File: config.mk
export PLATFORM = sky130hd
export DESIGN_NAME = pipe_stage_reg
export DESIGN_NICKNAME = d
export VERILOG_FILES = /design/src/rtl/pipe_pkg.sv /design/src/rtl/pipe_skid_fifo.sv /design/src/rtl/pipe_stage_reg.sv
export SDC_FILE = /design/constraint.sdc
export NUM_CORES = 1
export LEC_CHECK = 0
export BUFFER_PORTS_ARGS = -buffer_cell sky130_fd_sc_hd__buf_4
export CAP_MARGIN = 20
export CORE_MARGIN = 1.5
export CORE_UTILIZATION = 56
export CTS_CLUSTER_SIZE = 16
export DETAILED_ROUTE_END_ITERATION = 8
export GPL_TIMING_DRIVEN = 0
export PLACE_DENSITY = 0.85
export SYNTH_ARGS = -nofsm -noshare
export SYNTH_HDL_FRONTEND = slang
export SYNTH_SLANG_ARGS = --single-unit
File: constraint.sdc
create_clock -name clk_i -period 25.3 [get_ports clk_i]
set_input_delay 5.06 -clock clk_i [delete_from_list [all_inputs] [get_ports clk_i]]
set_output_delay 5.06 -clock clk_i [all_outputs]
set_load 0.1 [all_outputs]
File: src/rtl/pipe_pkg.sv
// Shared constants for the parametrised pipeline stage register.
// Covers Y86-64 field encodings, E/M/W payload layouts, and per-stage bubble images and keep masks.
package pipe_pkg;

    localparam logic [3:0] INOP  = 4'h1;
    localparam logic [3:0] RNONE = 4'hF;
    localparam int STAT_W  = 3;
    localparam int ICODE_W = 4;
    localparam int REG_W   = 4;
    localparam int WORD_W  = 64;

    // E payload: stat | icode | ifun | valC | valA | valB | dstE | dstM | srcA | srcB
    localparam int E_STAT_LSB  = 0;
    localparam int E_ICODE_LSB = E_STAT_LSB + STAT_W;
    localparam int E_IFUN_LSB  = E_ICODE_LSB + ICODE_W;
    localparam int E_VALC_LSB  = E_IFUN_LSB + 4;
    localparam int E_VALA_LSB  = E_VALC_LSB + WORD_W;
    localparam int E_VALB_LSB  = E_VALA_LSB + WORD_W;
    localparam int E_DSTE_LSB  = E_VALB_LSB + WORD_W;
    localparam int E_DSTM_LSB  = E_DSTE_LSB + REG_W;
    localparam int E_SRCA_LSB  = E_DSTM_LSB + REG_W;
    localparam int E_SRCB_LSB  = E_SRCA_LSB + REG_W;
    localparam int E_DATA_W    = E_SRCB_LSB + REG_W;

    localparam logic [E_DATA_W-1:0] E_BUBBLE_VAL =
        (E_DATA_W'(INOP)  << E_ICODE_LSB) |
        (E_DATA_W'(RNONE) << E_DSTE_LSB)  |
        (E_DATA_W'(RNONE) << E_DSTM_LSB)  |
        (E_DATA_W'(RNONE) << E_SRCA_LSB)  |
        (E_DATA_W'(RNONE) << E_SRCB_LSB);
    localparam logic [E_DATA_W-1:0] E_KEEP_MASK = E_DATA_W'({STAT_W{1'b1}}) << E_STAT_LSB;

    // M payload: stat | icode | cnd | valE | valA | dstE | dstM
    localparam int M_STAT_LSB  = 0;
    localparam int M_ICODE_LSB = M_STAT_LSB + STAT_W;
    localparam int M_CND_LSB   = M_ICODE_LSB + ICODE_W;
    localparam int M_VALE_LSB  = M_CND_LSB + 1;
    localparam int M_VALA_LSB  = M_VALE_LSB + WORD_W;
    localparam int M_DSTE_LSB  = M_VALA_LSB + WORD_W;
    localparam int M_DSTM_LSB  = M_DSTE_LSB + REG_W;
    localparam int M_DATA_W    = M_DSTM_LSB + REG_W;

    localparam logic [M_DATA_W-1:0] M_BUBBLE_VAL =
        (M_DATA_W'(INOP)  << M_ICODE_LSB) |
        (M_DATA_W'(RNONE) << M_DSTE_LSB)  |
        (M_DATA_W'(RNONE) << M_DSTM_LSB);
    localparam logic [M_DATA_W-1:0] M_KEEP_MASK = M_DATA_W'({STAT_W{1'b1}}) << M_STAT_LSB;

    // W payload: stat | icode | valE | valM | dstE | dstM
    localparam int W_STAT_LSB  = 0;
    localparam int W_ICODE_LSB = W_STAT_LSB + STAT_W;
    localparam int W_VALE_LSB  = W_ICODE_LSB + ICODE_W;
    localparam int W_VALM_LSB  = W_VALE_LSB + WORD_W;
    localparam int W_DSTE_LSB  = W_VALM_LSB + WORD_W;
    localparam int W_DSTM_LSB  = W_DSTE_LSB + REG_W;
    localparam int W_DATA_W    = W_DSTM_LSB + REG_W;

    localparam logic [W_DATA_W-1:0] W_BUBBLE_VAL =
        (W_DATA_W'(INOP)  << W_ICODE_LSB) |
        (W_DATA_W'(RNONE) << W_DSTE_LSB)  |
        (W_DATA_W'(RNONE) << W_DSTM_LSB);
    localparam logic [W_DATA_W-1:0] W_KEEP_MASK = W_DATA_W'({STAT_W{1'b1}}) << W_STAT_LSB;

    // Occupancy spans the output register plus every skid entry.
    function automatic int occ_width(input int depth);
        return $clog2(depth + 2);
    endfunction

endpackage

File: src/rtl/pipe_skid_fifo.sv
// Small circular skid buffer behind the stage output register.
// Clear empties it in one cycle.
module pipe_skid_fifo #(
    parameter int DEPTH = 2,
    parameter int WIDTH = 8
) (
    input  logic                       clk_i,
    input  logic                       rst_i,
    input  logic                       clear_i,
    input  logic                       push_i,
    input  logic                       pop_i,
    input  logic [WIDTH-1:0]           data_i,
    output logic [WIDTH-1:0]           data_o,
    output logic [$clog2(DEPTH+1)-1:0] count_o,
    output logic                       full_o,
    output logic                       empty_o
);

    localparam int PTR_W = (DEPTH > 1) ? $clog2(DEPTH) : 1;
    localparam int CW    = $clog2(DEPTH + 1);

    logic [WIDTH-1:0] mem_q [DEPTH];
    logic [PTR_W-1:0] rd_ptr_q;
    logic [PTR_W-1:0] wr_ptr_q;
    logic [CW-1:0]    count_q;
    logic             do_push;
    logic             do_pop;

    function automatic logic [PTR_W-1:0] next_ptr(input logic [PTR_W-1:0] p);
        return (p == PTR_W'(DEPTH - 1)) ? '0 : p + PTR_W'(1);
    endfunction

    assign full_o  = (count_q == CW'(DEPTH));
    assign empty_o = (count_q == '0);
    assign do_push = push_i && !full_o;
    assign do_pop  = pop_i && !empty_o;
    assign data_o  = mem_q[rd_ptr_q];
    assign count_o = count_q;

    always_ff @(posedge clk_i) begin
        if (rst_i || clear_i) begin
            rd_ptr_q <= '0;
            wr_ptr_q <= '0;
            count_q  <= '0;
        end else begin
            if (do_push) begin
                mem_q[wr_ptr_q] <= data_i;
                wr_ptr_q        <= next_ptr(wr_ptr_q);
            end
            if (do_pop) begin
                rd_ptr_q <= next_ptr(rd_ptr_q);
            end
            case ({do_push, do_pop})
                2'b10:   count_q <= count_q + CW'(1);
                2'b01:   count_q <= count_q - CW'(1);
                default: count_q <= count_q;
            endcase
        end
    end

endmodule

File: src/rtl/pipe_stage_reg.sv
// Generic inter-stage register with stall/bubble control, valid/ready handshake,
// a skid FIFO and saturating profiling counters.
module pipe_stage_reg
    import pipe_pkg::*;
#(
    parameter int                DATA_W     = 200,
    parameter logic [DATA_W-1:0] BUBBLE_VAL = '0,
    parameter logic [DATA_W-1:0] KEEP_MASK  = '0,
    parameter int                SKID_DEPTH = 2,
    parameter int                CNT_W      = 32
) (
    input  logic                                clk_i,
    input  logic                                rst_i,
    input  logic                                in_valid_i,
    output logic                                in_ready_o,
    input  logic [DATA_W-1:0]                   in_data_i,
    input  logic                                stall_i,
    input  logic                                bubble_i,
    output logic                                out_valid_o,
    input  logic                                out_ready_i,
    output logic [DATA_W-1:0]                   out_data_o,
    output logic [occ_width(SKID_DEPTH)-1:0]    occupancy_o,
    output logic [CNT_W-1:0]                    stall_cnt_o,
    output logic [CNT_W-1:0]                    bubble_cnt_o
);

    localparam int OCC_W  = occ_width(SKID_DEPTH);
    localparam int FCNT_W = $clog2(SKID_DEPTH + 1);

    logic              out_valid_q, out_valid_d;
    logic [DATA_W-1:0] out_data_q, out_data_d;
    logic [CNT_W-1:0]  stall_cnt_q, stall_cnt_d;
    logic [CNT_W-1:0]  bubble_cnt_q, bubble_cnt_d;

    logic              fifo_push, fifo_pop, fifo_clear;
    logic              fifo_full, fifo_empty;
    logic [DATA_W-1:0] fifo_head;
    logic [FCNT_W-1:0] fifo_count;
    logic              accept;
    logic              load;

    pipe_skid_fifo #(
        .DEPTH (SKID_DEPTH),
        .WIDTH (DATA_W)
    ) u_skid (
        .clk_i   (clk_i),
        .rst_i   (rst_i),
        .clear_i (fifo_clear),
        .push_i  (fifo_push),
        .pop_i   (fifo_pop),
        .data_i  (in_data_i),
        .data_o  (fifo_head),
        .count_o (fifo_count),
        .full_o  (fifo_full),
        .empty_o (fifo_empty)
    );

    // Ready depends only on bubble and FIFO space, never on downstream ready or stall.
    assign in_ready_o = !bubble_i && !fifo_full;
    assign accept     = in_valid_i && in_ready_o;
    assign load       = out_ready_i || !out_valid_q;

    always_comb begin
        out_valid_d  = out_valid_q;
        out_data_d   = out_data_q;
        stall_cnt_d  = stall_cnt_q;
        bubble_cnt_d = bubble_cnt_q;
        fifo_push    = 1'b0;
        fifo_pop     = 1'b0;
        fifo_clear   = 1'b0;
        if (bubble_i) begin
            out_data_d   = (in_data_i & KEEP_MASK) | (BUBBLE_VAL & ~KEEP_MASK);
            out_valid_d  = 1'b1;
            fifo_clear   = 1'b1;
            bubble_cnt_d = (bubble_cnt_q == '1) ? bubble_cnt_q : bubble_cnt_q + CNT_W'(1);
        end else if (stall_i) begin
            fifo_push   = accept;
            stall_cnt_d = (stall_cnt_q == '1) ? stall_cnt_q : stall_cnt_q + CNT_W'(1);
        end else if (load) begin
            // Older skid entries drain first so ordering is preserved.
            if (!fifo_empty) begin
                out_data_d  = fifo_head;
                out_valid_d = 1'b1;
                fifo_pop    = 1'b1;
                fifo_push   = accept;
            end else if (accept) begin
                out_data_d  = in_data_i;
                out_valid_d = 1'b1;
            end else begin
                out_valid_d = 1'b0;
            end
        end else begin
            fifo_push = accept;
        end
    end

    always_ff @(posedge clk_i) begin
        if (rst_i) begin
            out_valid_q  <= 1'b0;
            out_data_q   <= BUBBLE_VAL;
            stall_cnt_q  <= '0;
            bubble_cnt_q <= '0;
        end else begin
            out_valid_q  <= out_valid_d;
            out_data_q   <= out_data_d;
            stall_cnt_q  <= stall_cnt_d;
            bubble_cnt_q <= bubble_cnt_d;
        end
    end

    assign out_valid_o  = out_valid_q;
    assign out_data_o   = out_data_q;
    assign occupancy_o  = OCC_W'(out_valid_q) + OCC_W'(fifo_count);
    assign stall_cnt_o  = stall_cnt_q;
    assign bubble_cnt_o = bubble_cnt_q;

endmodule

==> results of run 1 <==
-- placed cells by master, fill, tap and decap left out, types with 27 or more instances in the layout --
cell and n:
buf_1 29, clkbuf_1 136, o21ai_0 28, clkbuf_16 72, buf_4 476, nor2_1 27, a21oi_1 247, o211ai_1 201
edfxtp_1 400, mux2i_1 203, dfxtp_1 270, nand2_1 424, buf_6 33, or3_1 34
-- through the flow --
step / utilization (%) / TNS (ns) / cell area [sq um] / hold slack, ns
3_5_place_dp: 67.5 / 0 / 30800 / 0.448
5_1_grt: 72.2 / 0 / 32900 / 0.474
4_1_cts: 72.2 / 0 / 32900 / 0.457
2_1_floorplan: - / 0 / 26000 / 0.481
3_3_place_gp: 66.5 / -1451.21 / 30300 / 0.443
6_report: 72.2 / 0 / 32900 / 0.453
-- cell type report --
class,instances,area (sq um),share of cell area (%)
antenna,2,5.00,0.0152
buffer,153,581,1.76
clock buffer,98,1990,6.04
clock inverter,25,164,0.498
inverter,14,52.6,0.160
multi-input combinational,1319,7960,24.2
sequential,670,17400,52.9
tap,600,751,2.28
timing repair buffer,513,4010,12.2
-- sequential cells by signal, summed over array words and instances, names as in the netlist, named ones only --
| name | flops |
|---|---|
| bubble_cnt_o | 32 |
| out_data_o | 200 |
| out_valid_o | 1 |
| stall_cnt_o | 32 |
| u_skid.count_o | 2 |
| u_skid.mem_q | 400 |
| u_skid.rd_ptr_q | 1 |
| u_skid.wr_ptr_q | 1 |
-- routing by layer --
layer	global-route usage [%]	share of wire, %
met2	49.1	48
met5	0	0.075
met1	36.9	38
met4	13.8	4.5
met3	7.47	9.1
-- power by group --
part	internal [uW]	leakage, uW	total, uW	switching (uW)
clock	559	0.00108	968	409
combinational	45.8	0.00404	159	113
sequential	1170	0.00579	1170	5.59
total	1770	0.0109	2300	528
-- worst max path at each step --
stage / end / cells after the start / from
after global placement: u_skid.mem_q[0][36] / 5 / bubble_i
after global routing: in_ready_o / 3 / bubble_i
after CTS: in_ready_o / 3 / bubble_i
final: in_ready_o / 3 / bubble_i
after detailed placement: in_ready_o / 3 / bubble_i
after floorplan: u_skid.mem_q[0][0] / 3 / bubble_i
-- cells by family (layout without fill, tap and decap cells) --
kind of cell    count (synthesis)  in the layout
simple gates                  581            581
other cells                     0              2
xor+xnor                       20             20
mux                           203            203
compound gates                511            511
fa+ha+maj                       4              4
flops                         670            670
buf+inv                       167            803
-- worst max-delay path: stages --
cell and delay, ns:
buf_4 0.15, a21oi_1 0.16, buf_4 0.33
==> metrics.yaml, run 1 <==
clock_tree:
  cts_buffers: 68
  path_clk_slew_ns: 0.06
  cts_max_path_buffers: 3
  root_buffer: "clkbuf_16"
  cts_tree: "done"
  post_cts.repair.setup_buffers: 0
  cts.sinks: 670
  cts_resized: 0
  cts_hold_buf: 0
  clkLatencyLatePin_ns: 0.59
  htreeDepth: 3
power:
  finalPower_uw: 2300
  p_leak_uw: 0.0109
  p_per_area_nw_per_um2: 69.8
  ir_worst_vdd_v: 0.0000726
placement:
  dp_cells: 3269
  place_ws_ns: 14.53
  hpwl_microns: 50300
  place_congestion: 0.880
  port_buffers: 473
grt:
  grt_pass1_wl_microns: 110000
  antenna_found_initial: 4
  grt_usage_pct: 29.8
  grt_start_max_net_pins: 16
  grt_pass1_vias: 19800
  grt_overflow: 0
status:
  status: "finished clean"
yosys:
  synth-simple-area-share_pct: 9.73
  synthMuxAreaShare_pct: 7.82
  yosysMostFrequentCell: "nand2_1"
  yosys-top-cells-area: "edfxtp_1 (46%), dfxtp_1 (21%), mux2i_1 (7.8%)"
  synth_edf_count: 400
  synth_largest_area_cell: "edfxtp_1"
  synth_compound_area_share_pct: 12.2
  ys_dominant_reg_cell: "edfxtp_1"
  synth_xor_area_share_pct: 0.674
  avgSynthCellArea_sq_um: 12.1
  syn-cell-area_sq_um: 26000
  ys_top_cells_by_count: "nand2_1 (424), edfxtp_1 (400), dfxtp_1 (270)"
  ys_types: 38
  yosysSeqAreaShare_pct: 67.0
  syn_nets: 2366
  yosysWarnings: 0
  synth_top_family_by_area: "compound AO/OA/AOI/OAI gates"
  ys_ff_latch: 670
  synth_cells: 2156
  synthAdderAreaFrac_pct: 0.193
  synth_top_area_share_pct: 46.2
  synth-async-reset-ratio_pct: 0
cells_and_area:
  syn_to_final_growth_pct: 26.6
  num-nets-final: 2949
  drive_gt1_share_pct: 22.7
  fillCellCount: 2973
  stdcell_count: 3394
sta:
  finalHoldViolCount: 0
  max_slew_margin_pct: 26.7
  rsz0062_at_grt: "false"
  fmax_ghz: 0.0928
  fin_worst_skew_ns: 0.0207
  tightestPinTransition_ns: 1.10
  finalWorstSetupSlack_ns: 14.52
  fin_crit_ns: 10.78
  setup_violations: 0
  final.period_utilization_pct: 42.6
  slew_violations: 0
critical_path:
  end_kind: "primary output"
  crit_required_ns: 20.24
  r2r-end: "u_skid.mem_q[0][154]"
  critPathKind: "input port to primary output"
  reg2reg_from: "u_skid.count_o[0]"
  r2r_cells: 9
  worstPathMaxFanout: 7
  reg2reg_setup_slack_ns: 22.06
  start_kind: "input port"
  critical_path_arrival_ns: 5.72
floorplanning:
  core_area_sq_um: 45600
  die_x_microns: 218
  start_util_pct: 57.0
  fp-row-count: 78
  die_area_sq_um: 47700
  io_pins: 474
  die_h_microns: 218
routing:
  dr.pass1.iters: 5
  drt_wl_total_microns: 72300
  routed-via-count: 20000
  drtAntennaViolNets: 0
  vias_per_cell: 5.89
  drt_drc_violations_left: 0
  wl_per_cell_microns: 21.3
  first_iter_violations: 1926
min_path:
  min_to: "out_data_o[100]"
  hold_class: "flop to flop"
  whs_path_depth: 2
  min_from: "out_data_o[100]"
run:
  cap_violations: 0
(Power assumes the default switching activity.)
==> run 2, diff against run 1 <==
Clock period 25.3 ns to 10 ns, I/O delays scaled along.
==> run 2 against run 1 <==
Compared with the run above:
- sequential share of layout area shrank 0.20 points
- non-clock buffer count shrank 14
- clock power grew to 2.5 times the previous value
- highest routed layer unchanged
==> metrics.yaml, run 2 (same netlist as run 1, synthesis figures left out) <==
status:
  status: "finished clean"
cells_and_area:
  design_area_sq_um: 33000
  stdcell_count: 3383
  drive_gt1_share_pct: 22.1
  layout_commonest_cell: "buf_4"
  syn_to_final_growth_pct: 27.1
  largest_reg_flops: 400
  top_register: "u_skid.mem_q"
  num-nets-final: 2934
  mostFrequentLayoutCells: "buf_4 (473), nand2_1 (424), edfxtp_1 (400)"
floorplanning:
  core_area_sq_um: 45600
  io_pins: 474
  die_x_microns: 218
  fp-row-count: 78
  die_area_sq_um: 47700
  start_util_pct: 57.0
  die_h_microns: 218
routing:
  vias_per_cell: 5.93
  routed-via-count: 20100
  wl_met1_microns: 27600
  drt_wl_total_microns: 73200
  wl_per_cell_microns: 21.7
  drt_drc_violations_left: 0
  wl_met2_microns: 36200
  first_iter_violations: 1884
  met3_length_microns: 6420
  dr.pass1.iters: 8
  maxUsedRoutingLayer: "met5"
  drtAntennaViolNets: 0
sta:
  hold_ws_ns: 0.456
  final.period_utilization_pct: 48.9
  tightestPinTransition_ns: 1.10
  finalWorstSetupSlack_ns: 5.11
  fin_worst_skew_ns: 0.0308
  fin_crit_ns: 4.89
  setup_violations: 0
  max_slew_margin_pct: 26.6
  fmax_ghz: 0.204
  rsz0062_at_grt: "false"
  slew_violations: 0
  finalHoldViolCount: 0
critical_path:
  end_kind: "flop"
  worst_path_max_delay_cell: "nor3_4"
  critPathKind: "input port to flop"
  worstPathMaxFanout: 19
  reg2reg_setup_slack_ns: 6.58
  worstPathCellList: "buf_4, or2_2, clkbuf_1, clkbuf_1, nor3_4, buf_16, buf_16, buf_8, buf_8, buf_8"
  critical_path_arrival_ns: 5.19
  crit_buf_inv: 8
  critical_path.most_common_cell: "buf_8"
  start_kind: "input port"
  slowest_delay_ns: 0.87
  crit_required_ns: 10.30
  critical-path-top-delay-family: "buffers and inverters"
clock_tree:
  clkLatencyLatePin_ns: 0.62
  cts.sinks: 670
  path_clk_slew_ns: 0.06
  cts_max_path_buffers: 3
  root_buffer: "clkbuf_16"
  post_cts.repair.setup_buffers: 0
  htreeDepth: 3
  cts_buffers: 67
  cts_tree: "done"
  cts_resized: 0
  cts_hold_buf: 0
placement:
  hpwl_microns: 51100
  place_ws_ns: 4.45
  port_buffers: 473
  place_congestion: 0.899
  dpl_cell_area_sq_um: 30900
  dp_cells: 3255
min_path:
  hold_class: "flop to flop"
grt:
  grt_start_max_net_pins: 21
  antenna_found_initial: 8
  grt_usage_pct: 29.8
  grt_pass1_wl_microns: 110000
  grt_pass1_vias: 19800
  grt_overflow: 0
power:
  finalPower_uw: 5810
  ir_worst_vdd_v: 0.000148
  p_leak_uw: 0.0109
  p_per_area_nw_per_um2: 176
run:
  cap_violations: 0
-- run 2: power breakdown --
part | leakage (uW) | switching, uW | internal [uW]
registers | 0.00579 | 14.2 | 2950
clock network | 0.00104 | 1070 | 1380
logic | 0.00406 | 287 | 117
-- run 2: per-layer routing --
metal	vias up	global-route usage, %
li1	9124	-
met1	9844	36.6
met2	925	49.6
met3	177	7.39
met4	6	13.9
met5	-	0
-- run 2: final timing paths --
kind | from | endpoint | cells after the start
worst min register to register | out_data_o[4] | out_data_o[4] | 2
worst max register to register | u_skid.count_o[0] | u_skid.mem_q[1][172] | 9
worst max-delay path | bubble_i | u_skid.mem_q[1][172] | 10
worst min-delay path | out_data_o[4] | out_data_o[4] | 2
-- run 2: final cells by class --
type	count	area, sq um
fill	2932	12500
inverter	14	52.6
clock buffer	94	1920
sequential	670	17400
clock inverter	29	211
tap	600	751
buffer	153	581
timing repair buffer	499	4130
antenna	5	12.5
multi-input combinational	1319	7970
-- run 2: through the flow --
step                utilization, %  setup TNS [ns]
finish                        72.5               0
global route                  72.5               0
CTS                           72.5               0
detailed placement            67.8               0
global placement              66.5        -2446.57
floorplan                        -        -1000.28
-- run 2: worst register-to-register path: stages (launching register included) --
cell and delay [ns]:
dfxtp_1 0.46, or2_2 0.16, clkbuf_1 0.28, o211ai_1 0.31
nor3_4 0.88, buf_16 0.25, buf_16 0.17, buf_8 0.21
buf_8 0.23, buf_8 0.20
